## src/rtl/ddr3_cmd_sched.sv

```systemverilog
// ddr3_cmd_sched: round-robin DDR3 command arbiter enforcing tRRD/tCCD/tRFC with registered command pins
package ddr3_pkg;
  typedef enum logic [2:0] {CMD_NOP, CMD_ACT, CMD_READ, CMD_WRITE, CMD_PRE, CMD_REF} ddr3_cmd_t;
endpackage

module ddr3_cmd_sched
  import ddr3_pkg::*;
#(
  parameter int NUM_BANKS = 8,
  parameter int ADDR_W = 14,
  parameter int T_RRD = 4,
  parameter int T_CCD = 4,
  parameter int T_RFC = 32,
  localparam int BA_W = $clog2(NUM_BANKS)
) (
  input  logic clk,
  input  logic rst_n,
  input  logic [NUM_BANKS-1:0] bank_cmd_valid,
  input  ddr3_cmd_t [NUM_BANKS-1:0] bank_cmd_type,
  input  logic [NUM_BANKS-1:0][ADDR_W-1:0] bank_addr,
  output logic [NUM_BANKS-1:0] bank_cmd_ready,
  output logic [BA_W-1:0] next_prio_bank,
  input  logic refresh_cmd_valid,
  output logic refresh_cmd_ready,
  output logic refresh_busy,
  output logic ddr3_ras_n,
  output logic ddr3_cas_n,
  output logic ddr3_we_n,
  output logic [BA_W-1:0] ddr3_ba,
  output logic [ADDR_W-1:0] ddr3_addr
);
  localparam int RW = $clog2(T_RRD + 1);
  localparam int CW = $clog2(T_CCD + 1);
  localparam int FW = $clog2(T_RFC);
  typedef enum logic {ARB, REF_WAIT} state_t;
  state_t state;
  logic [BA_W-1:0] prio, gnt_idx, idx;
  logic [RW-1:0] act_timer;
  logic [CW-1:0] cas_timer;
  logic [FW-1:0] rfc_cnt;
  logic [NUM_BANKS-1:0] elig;
  logic arb_ok, gnt, is_act, is_cas, bank_live;
  logic [2:0] pins;
  ddr3_cmd_t gnt_type;
  assign arb_ok = rst_n && state == ARB && !refresh_cmd_valid;
  for (genvar i = 0; i < NUM_BANKS; i++) begin : g_elig
    assign elig[i] = arb_ok && bank_cmd_valid[i] &&
      (bank_cmd_type[i] == CMD_ACT ? act_timer == '0 :
       (bank_cmd_type[i] == CMD_READ || bank_cmd_type[i] == CMD_WRITE) ? cas_timer == '0 : 1'b1);
  end
  // Scan from the priority pointer; power-of-two bank count makes the wrap free.
  always_comb begin
    gnt = 1'b0;
    gnt_idx = '0;
    idx = '0;
    for (int j = 0; j < NUM_BANKS; j++) begin
      idx = prio + BA_W'(j);
      if (!gnt && elig[idx]) begin
        gnt = 1'b1;
        gnt_idx = idx;
      end
    end
  end
  assign gnt_type = bank_cmd_type[gnt_idx];
  assign bank_cmd_ready = gnt ? NUM_BANKS'(1) << gnt_idx : '0;
  assign refresh_cmd_ready = rst_n && state == ARB && refresh_cmd_valid;
  assign refresh_busy = rst_n && state == REF_WAIT;
  assign next_prio_bank = gnt ? gnt_idx + BA_W'(1) : prio;
  assign is_act = gnt && gnt_type == CMD_ACT;
  assign is_cas = gnt && (gnt_type == CMD_READ || gnt_type == CMD_WRITE);
  // NOP and undefined bank commands are consumed but leave the bus idle.
  always_comb begin
    pins = refresh_cmd_ready ? 3'b001 :
           !gnt ? 3'b111 :
           gnt_type == CMD_ACT ? 3'b011 :
           gnt_type == CMD_READ ? 3'b101 :
           gnt_type == CMD_WRITE ? 3'b100 :
           gnt_type == CMD_PRE ? 3'b010 : 3'b111;
  end
  assign bank_live = gnt && pins != 3'b111;
  always_ff @(posedge clk) begin
    if (!rst_n) begin
      state <= ARB;
      prio <= '0;
      act_timer <= '0;
      cas_timer <= '0;
      rfc_cnt <= '0;
      {ddr3_ras_n, ddr3_cas_n, ddr3_we_n} <= 3'b111;
      ddr3_ba <= '0;
      ddr3_addr <= '0;
    end else begin
      prio <= next_prio_bank;
      act_timer <= is_act ? RW'(T_RRD - 1) : act_timer == '0 ? '0 : act_timer - RW'(1);
      cas_timer <= is_cas ? CW'(T_CCD - 1) : cas_timer == '0 ? '0 : cas_timer - CW'(1);
      {ddr3_ras_n, ddr3_cas_n, ddr3_we_n} <= pins;
      ddr3_ba <= bank_live ? gnt_idx : '0;
      ddr3_addr <= bank_live ? bank_addr[gnt_idx] : '0;
      if (refresh_cmd_ready) begin
        state <= REF_WAIT;
        rfc_cnt <= FW'(T_RFC - 1);
      end else if (state == REF_WAIT) begin
        rfc_cnt <= rfc_cnt - FW'(1);
        if (rfc_cnt == FW'(1)) state <= ARB;
      end
    end
  end
endmodule

```

## config.mk

```make
export PLATFORM = sky130hd
export DESIGN_NAME = ddr3_cmd_sched
export DESIGN_NICKNAME = d
export VERILOG_FILES = /design/src/rtl/ddr3_cmd_sched.sv
export SDC_FILE = /design/constraint.sdc
export NUM_CORES = 1
export LEC_CHECK = 0
export ABC_AREA = 1
export BUFFER_PORTS_ARGS = -buffer_cell sky130_fd_sc_hd__buf_2
export CAP_MARGIN = 0
export CORE_ASPECT_RATIO = 1.2
export CORE_MARGIN = 10
export CORE_UTILIZATION = 46
export CTS_BUF_LIST = sky130_fd_sc_hd__clkbuf_2 sky130_fd_sc_hd__clkbuf_4 sky130_fd_sc_hd__clkbuf_8
export CTS_CLUSTER_SIZE = 8
export DETAILED_ROUTE_END_ITERATION = 10
export PLACE_DENSITY = 0.89
export RECOVER_POWER = 25
export SYNTH_ARGS = -nofsm -noshare
export SYNTH_HDL_FRONTEND = slang
export SYNTH_SLANG_ARGS = --single-unit
```

## constraint.sdc

```tcl
create_clock -name clk -period 12.5 [get_ports clk]
set_input_delay 1.25 -clock clk [delete_from_list [all_inputs] [get_ports clk]]
set_output_delay 1.25 -clock clk [all_outputs]
set_load 0.01 [all_outputs]
```

After elaboration in Yosys (flattened, before gate mapping)
Cells that the tools add are included.
{ "word_totals": {"register_bits": 35, "input_bits": 147, "out_inout_bits": 33, "word_cells": 187} }
{ "op_classes": {"add_sub_neg": 11, "magnitude_cmp": 9, "n_eq_ne": 30, "shifts": 1, "mux": 69, "bitwise_logic": 2, "n_reduce_logical": 53} }
{ "op_table": {"columns": ["operator", "n"], "rows": [
  ["3-bit by 2-bit equality test with 1-bit output (second input constant)", 18],
  ["3-bit two-way mux", 16],
  ["14-bit binary-select mux with 3-bit select", 1],
  ["3-bit by 4-bit < comparator with 1-bit output (second input constant)", 9],
  ["1-bit two-way mux", 35],
  ["1-bit logical AND", 30],
  ["3-bit by 1-bit equality test with 1-bit output (second input constant)", 9],
  ["1-bit binary-select mux with 3-bit select", 8],
  ["14-bit two-way mux", 1],
  ["3-bit adder (second input constant)", 4],
  ["5-bit two-way mux", 2],
  ["3-bit binary-select mux with 3-bit select", 1],
  ["1-bit logical OR", 9],
  ["1-bit zero test", 8],
  ["2-bit two-way mux", 4],
  ["8-bit two-way mux", 1],
  ["1-bit by 3-bit << shifter with 8-bit output (first input constant)", 1],
  ["3-bit by 1-bit adder with 3-bit output (second input constant)", 2],
  ["3-bit by 2-bit adder with 3-bit output (second input constant)", 2],
  ["3-bit zero test", 2],
  ["3-bit OR reduction", 2],
  ["3-bit by 1-bit subtractor with 3-bit output (second input constant)", 2],
  ["5-bit by 1-bit equality test with 1-bit output (second input constant)", 1],
  ["5-bit by 1-bit subtractor with 5-bit output (second input constant)", 1],
  ["5 further kinds", 6]
]} }

Longest topological paths before layout
{ "logic_depth": {"ltp_word": 41, "ltp_mapped": 29, "ltp_nobuf": 28} }

Worst setup path after synthesis
No wires, ideal clock.
{ "synth_timing": {"path_type": "input-to-output", "start": "input refresh_cmd_valid", "end": "output next_prio_bank[2]", "arrival_time_ns": 4.131, "required_ns": 11.250, "path_slack_ns": 7.119, "path_stages": 21, "n_path_buf": 2, "path_cell_list": "inv_1 -> nand3_4 -> nor2_2 -> nand4_1 -> nand2_1 -> nand2_1 -> a21o_1 -> nand2_1 -> nand4_1 -> nand2_1 -> nand2_1 -> nand3_4 -> nand2_4 -> inv_2 -> buf_2 -> buf_1 -> ha_1 -> ha_1 -> or2_2 -> o21ai_0 -> inv_1"} }
{ "synth_between": {"elab_chain_len": 30, "word_cells_on_any_way": 66, "classes_between": "add/sub: 1; mux: 33; reduce/logical: 32"} }
{ "synth_lines": {"columns": ["item", "line", "rtl"], "rows": [
  ["start: declaration", "23", "input logic refresh_cmd_valid,"],
  ["1-bit zero test *", "45", "assign arb_ok = rst_n && state == ARB && !refresh_cmd_valid;"],
  ["1-bit logical AND *", "45", null],
  ["1-bit logical AND (2 in a row)", "47", "assign elig[i] = arb_ok && bank_cmd_valid[i] &&"],
  ["1-bit binary-select mux with 3-bit select", "58", "if (!gnt && elig[idx]) begin"],
  ["1-bit two-way mux (not written as such)", "58", null],
  ["1-bit two-way mux", "58", null],
  ["1-bit zero test", "58", null],
  ["1-bit logical AND", "58", null],
  ["[14 not listed]", null, null],
  ["1-bit logical AND", "58", null],
  ["1-bit two-way mux", "58", null],
  ["1-bit zero test", "58", null],
  ["1-bit logical AND", "58", null],
  ["3-bit two-way mux *", "58", null],
  ["net gnt_idx[0]", "37", "logic [BA_W-1:0] prio, gnt_idx, idx;"],
  ["3-bit by 1-bit adder with 3-bit output *", "68", "assign next_prio_bank = gnt ? gnt_idx + BA_W'(1) : prio;"],
  ["3-bit two-way mux *", "68", null],
  ["end: declaration", "22", "output logic [BA_W-1:0] next_prio_bank,"]
]} }
Mark *: on every way through the listed nets, which the timed path passes. The rest lies on a longest branch. The select of a mux whose other input is x is not followed.

Final worst setup path
{ "layout_timing": {"start": "register prio[0]", "end": "output next_prio_bank[2]"} }
{ "layout_between": {"elab_chain_len": 26, "word_cells_on_any_way": 55, "classes_between": "add/sub: 8; mux: 33; reduce/logical: 14"} }
{ "layout_lines": {"columns": ["item", "line", "rtl"], "rows": [
  ["start: declaration", "37", null],
  ["start signal: assignment", "92", "prio <= next_prio_bank;"],
  ["branches (longest 25 deep; another with 3-bit by 1-bit adder with 3-bit output)", null, null],
  ["3-bit two-way mux *", "68", null]
]} }
Mark *: on every way between the ends. The select of a mux whose other input is x is not followed.

==> flow_metrics.tcl <==
set metrics [dict create \
    n_antenna_cell 0 \
    ctsLongestPathBuffers 2 \
    ff_latch_area_sq_um 701 \
    htreeDepth 2 \
    cts_sinks 35 \
    drv_slew 0 \
    rows 36 \
    drtIter0Drc 352 \
    cts_resized 0 \
    io_buffers 179 \
    grt_pass1_vias 5036 \
    gp_congestion 1.01 \
    required_ps 11250 \
    numCtsBuffers 5 \
    critPathLaunchType "flip-flop" \
    viasPerCell 5.32 \
    fin_cells 943 \
    min_path_type "reg2reg" \
    grt_max_degree 75 \
    final_area_sq_um 4850 \
    final_net_count 985 \
    period_share_pct 57.1 \
    status "completed" \
    ant_nets 0 \
    yosysUniqueCellTypes 38 \
    cpPeakStageDelay_ps 760 \
    design.core.area_sq_um 8150 \
    tightestPinTransition_ps 937 \
    ys_ff_latch 35 \
    die_w_um 104 \
    synth_cells 669 \
    dp_hpwl_mm 11.8 \
    drc 0 \
    placedCellCount 935 \
    fin_skew_ps 4.70 \
    start_util_pct 47.4 \
    drv_cap 0 \
    rsz0062_at_grt "false" \
    crit_family "simple AND/OR/NAND/NOR gates" \
    crit_chain "inv_1 -> ha_1 -> inv_1 -> nand3_1 -> nand3_1 -> nand2_1 -> nand2_1 -> nor2_2 -> nand2_2 -> nor2_4 -> nand2_2 -> nor2_4 -> nand3_4 -> nand2_4 -> inv_2 -> ha_1 -> ha_1 -> or2_2 -> o21ai_0 -> inv_1 -> buf_2" \
    syn-cell-area_sq_um 3860 \
    postLayoutCoreUtil_pct 59.5 \
    avgSynthCellArea_sq_um 5.77 \
    period_needed_ps 7140 \
    root_buffer "clkbuf_8" \
    arrival_ps 5890 \
    grt_pass1_wl_mm 23.5 \
    worst-path-max-fanout 74 \
    cp_num_buf_inv 5 \
    nFillCells 845 \
    path_class "reg2out" \
    wl_per_cell_um 15.3 \
    cts_setup_buffers 0 \
    globalRouteTotalUtil_pct 22.2 \
    drt-pass1-iter-count 5 \
    clkLatencyLatePin_ps 280 \
    ys_seq_area_share_pct 18.1 \
    multi_input_area_sq_um 2670 \
    area_delta_synth_final_pct 25.5 \
    die_area_sq_um 12500 \
    vias 5017 \
    syn-num-nets 826 \
    layout_commonest_cell "nand2_1" \
    wirelength_mm 14.4 \
    max_clock_freq_ghz 0.140 \
    clkTransAtPathRegs_ps 70 \
    die_y_um 120 \
    crit_path_top_delay_cell "dfxtp_1" \
    yosysWarnings 0 \
    cts_tree "done" \
    final.setup.tns_ps 0 \
    max-slew-margin-rel_pct 37.4 \
    crit_path_end_kind "output pin" \
    hold_buffers 0 \
    placed_area_sq_um 4760 \
    drive_gt1_share_pct 27.6 \
    hold_viol 0 \
    antenna_found_initial 0 \
    final_cell_mix "nand2_1 (213), buf_2 (164), nand3_1 (112)" \
    setup-violations-final 0 \
    grt_overflow 0 \
    pin_count 180 \
]
final cells by class:
cell class	count	share of cell area (%)
multi-input cells	517	55.2
inverters	87	6.74
clock buffers	8	2.14
repair buffers	182	18.6
well taps	114	2.94
flip-flops and latches	35	14.5
routing by layer:
metal | wire length, um | up-vias | GRT usage (%)
met2 | 6860 | 264 | 39.2
met3 | 1470 | 47 | 6.96
met4 | 642 | 0 | 11.0
met1 | 5410 | 2202 | 23.4
li1 | - | 2504 | -
met5 | 0 | - | 0
cell usage after synthesis:
cell type | count | area (sq um)
a21boi_4 | 1 | 18.8
a21o_1 | 2 | 15.0
a21oi_1 | 7 | 35.0
a31oi_1 | 16 | 100
a32o_1 | 14 | 140
buf_1 | 5 | 18.8
buf_2 | 11 | 55.1
buf_4 | 2 | 15.0
buf_6 | 2 | 22.5
buf_8 | 1 | 15.0
clkbuf_1 | 9 | 33.8
clkinv_1 | 2 | 7.51
dfxtp_1 | 35 | 701
ha_1 | 10 | 125
inv_1 | 81 | 304
inv_2 | 4 | 15.0
nand2_1 | 213 | 800
nand2_2 | 4 | 25.0
nand2_4 | 4 | 45.0
nand3_1 | 112 | 561
nand3_2 | 7 | 70.1
nand3_4 | 3 | 52.6
nand3b_1 | 3 | 22.5
nand4_1 | 20 | 125
nand4_2 | 1 | 12.5
nor2_1 | 47 | 176
nor2_2 | 23 | 144
nor2_4 | 2 | 22.5
nor3_1 | 5 | 25.0
o2111ai_1 | 1 | 8.76
o211ai_1 | 4 | 30.0
o21ai_0 | 9 | 45.0
o21ai_1 | 1 | 5.00
o21ai_2 | 1 | 8.76
o21bai_2 | 2 | 22.5
or2_2 | 2 | 12.5
xnor2_1 | 1 | 8.76
xor2_1 | 2 | 17.5
kinds of logic (layout without fill, tap and decap cells):
logic type / count (synthesis) / in the layout / synth area share, %
and+or+nand+nor: 446 / 446 / 54.2
buffers and inverters: 117 / 277 / 12.6
AOI/OAI and AO/OA: 58 / 58 / 11.1
DFF: 35 / 35 / 18.1
adders and majority gates: 10 / 10 / 3.24
xor gates and xnor gates: 3 / 3 / 0.681
worst paths after layout:
check	startpoint	end	slack, ps	cells past startpoint
max	prio[0]	next_prio_bank[2]	5360	21
min	act_timer[2]	act_timer[2]	480	2
max reg2reg	prio[0]	ddr3_addr[7]	6890	23
min reg2reg	act_timer[2]	act_timer[2]	480	2
worst register-to-register path, cell delays in order (launching register included):
cell and delay (ps):
dfxtp_1 760, inv_1 420, ha_1 590, inv_1 190, nand3_1 150, nand3_1 80, nand2_1 100, nand3_1 120
nor2_1 160, nand4_1 130, nand2_1 80, nand2_1 110, nand3_4 170, nand2_4 400, inv_2 920, nand2_1 120
nand3_1 110, nand3_1 140, nand2_1 170, nor2_2 70, nand2_1 110, nand3_2 80, nand2_4 230, nor2_2 90
state kept, by name, indices dropped and copies added (netlist names):
signal / count
act_timer: 3
cas_timer: 3
ddr3_addr: 14
ddr3_ba: 3
ddr3_cas_n: 1
ddr3_ras_n: 1
ddr3_we_n: 1
prio: 3
rfc_cnt: 5
state: 1
per-stage QoR:
step	setup WS (ps)	hold WS, ps
2_1_floorplan	7120	459
5_1_grt	4840	508
4_1_cts	5420	484
3_3_place_gp	5770	465
3_5_place_dp	5740	474
6_report	5360	479
Power is left out: the tool's default activity adds up to more than one toggle a clock period on the data nets, which glitch-free logic cannot reach.
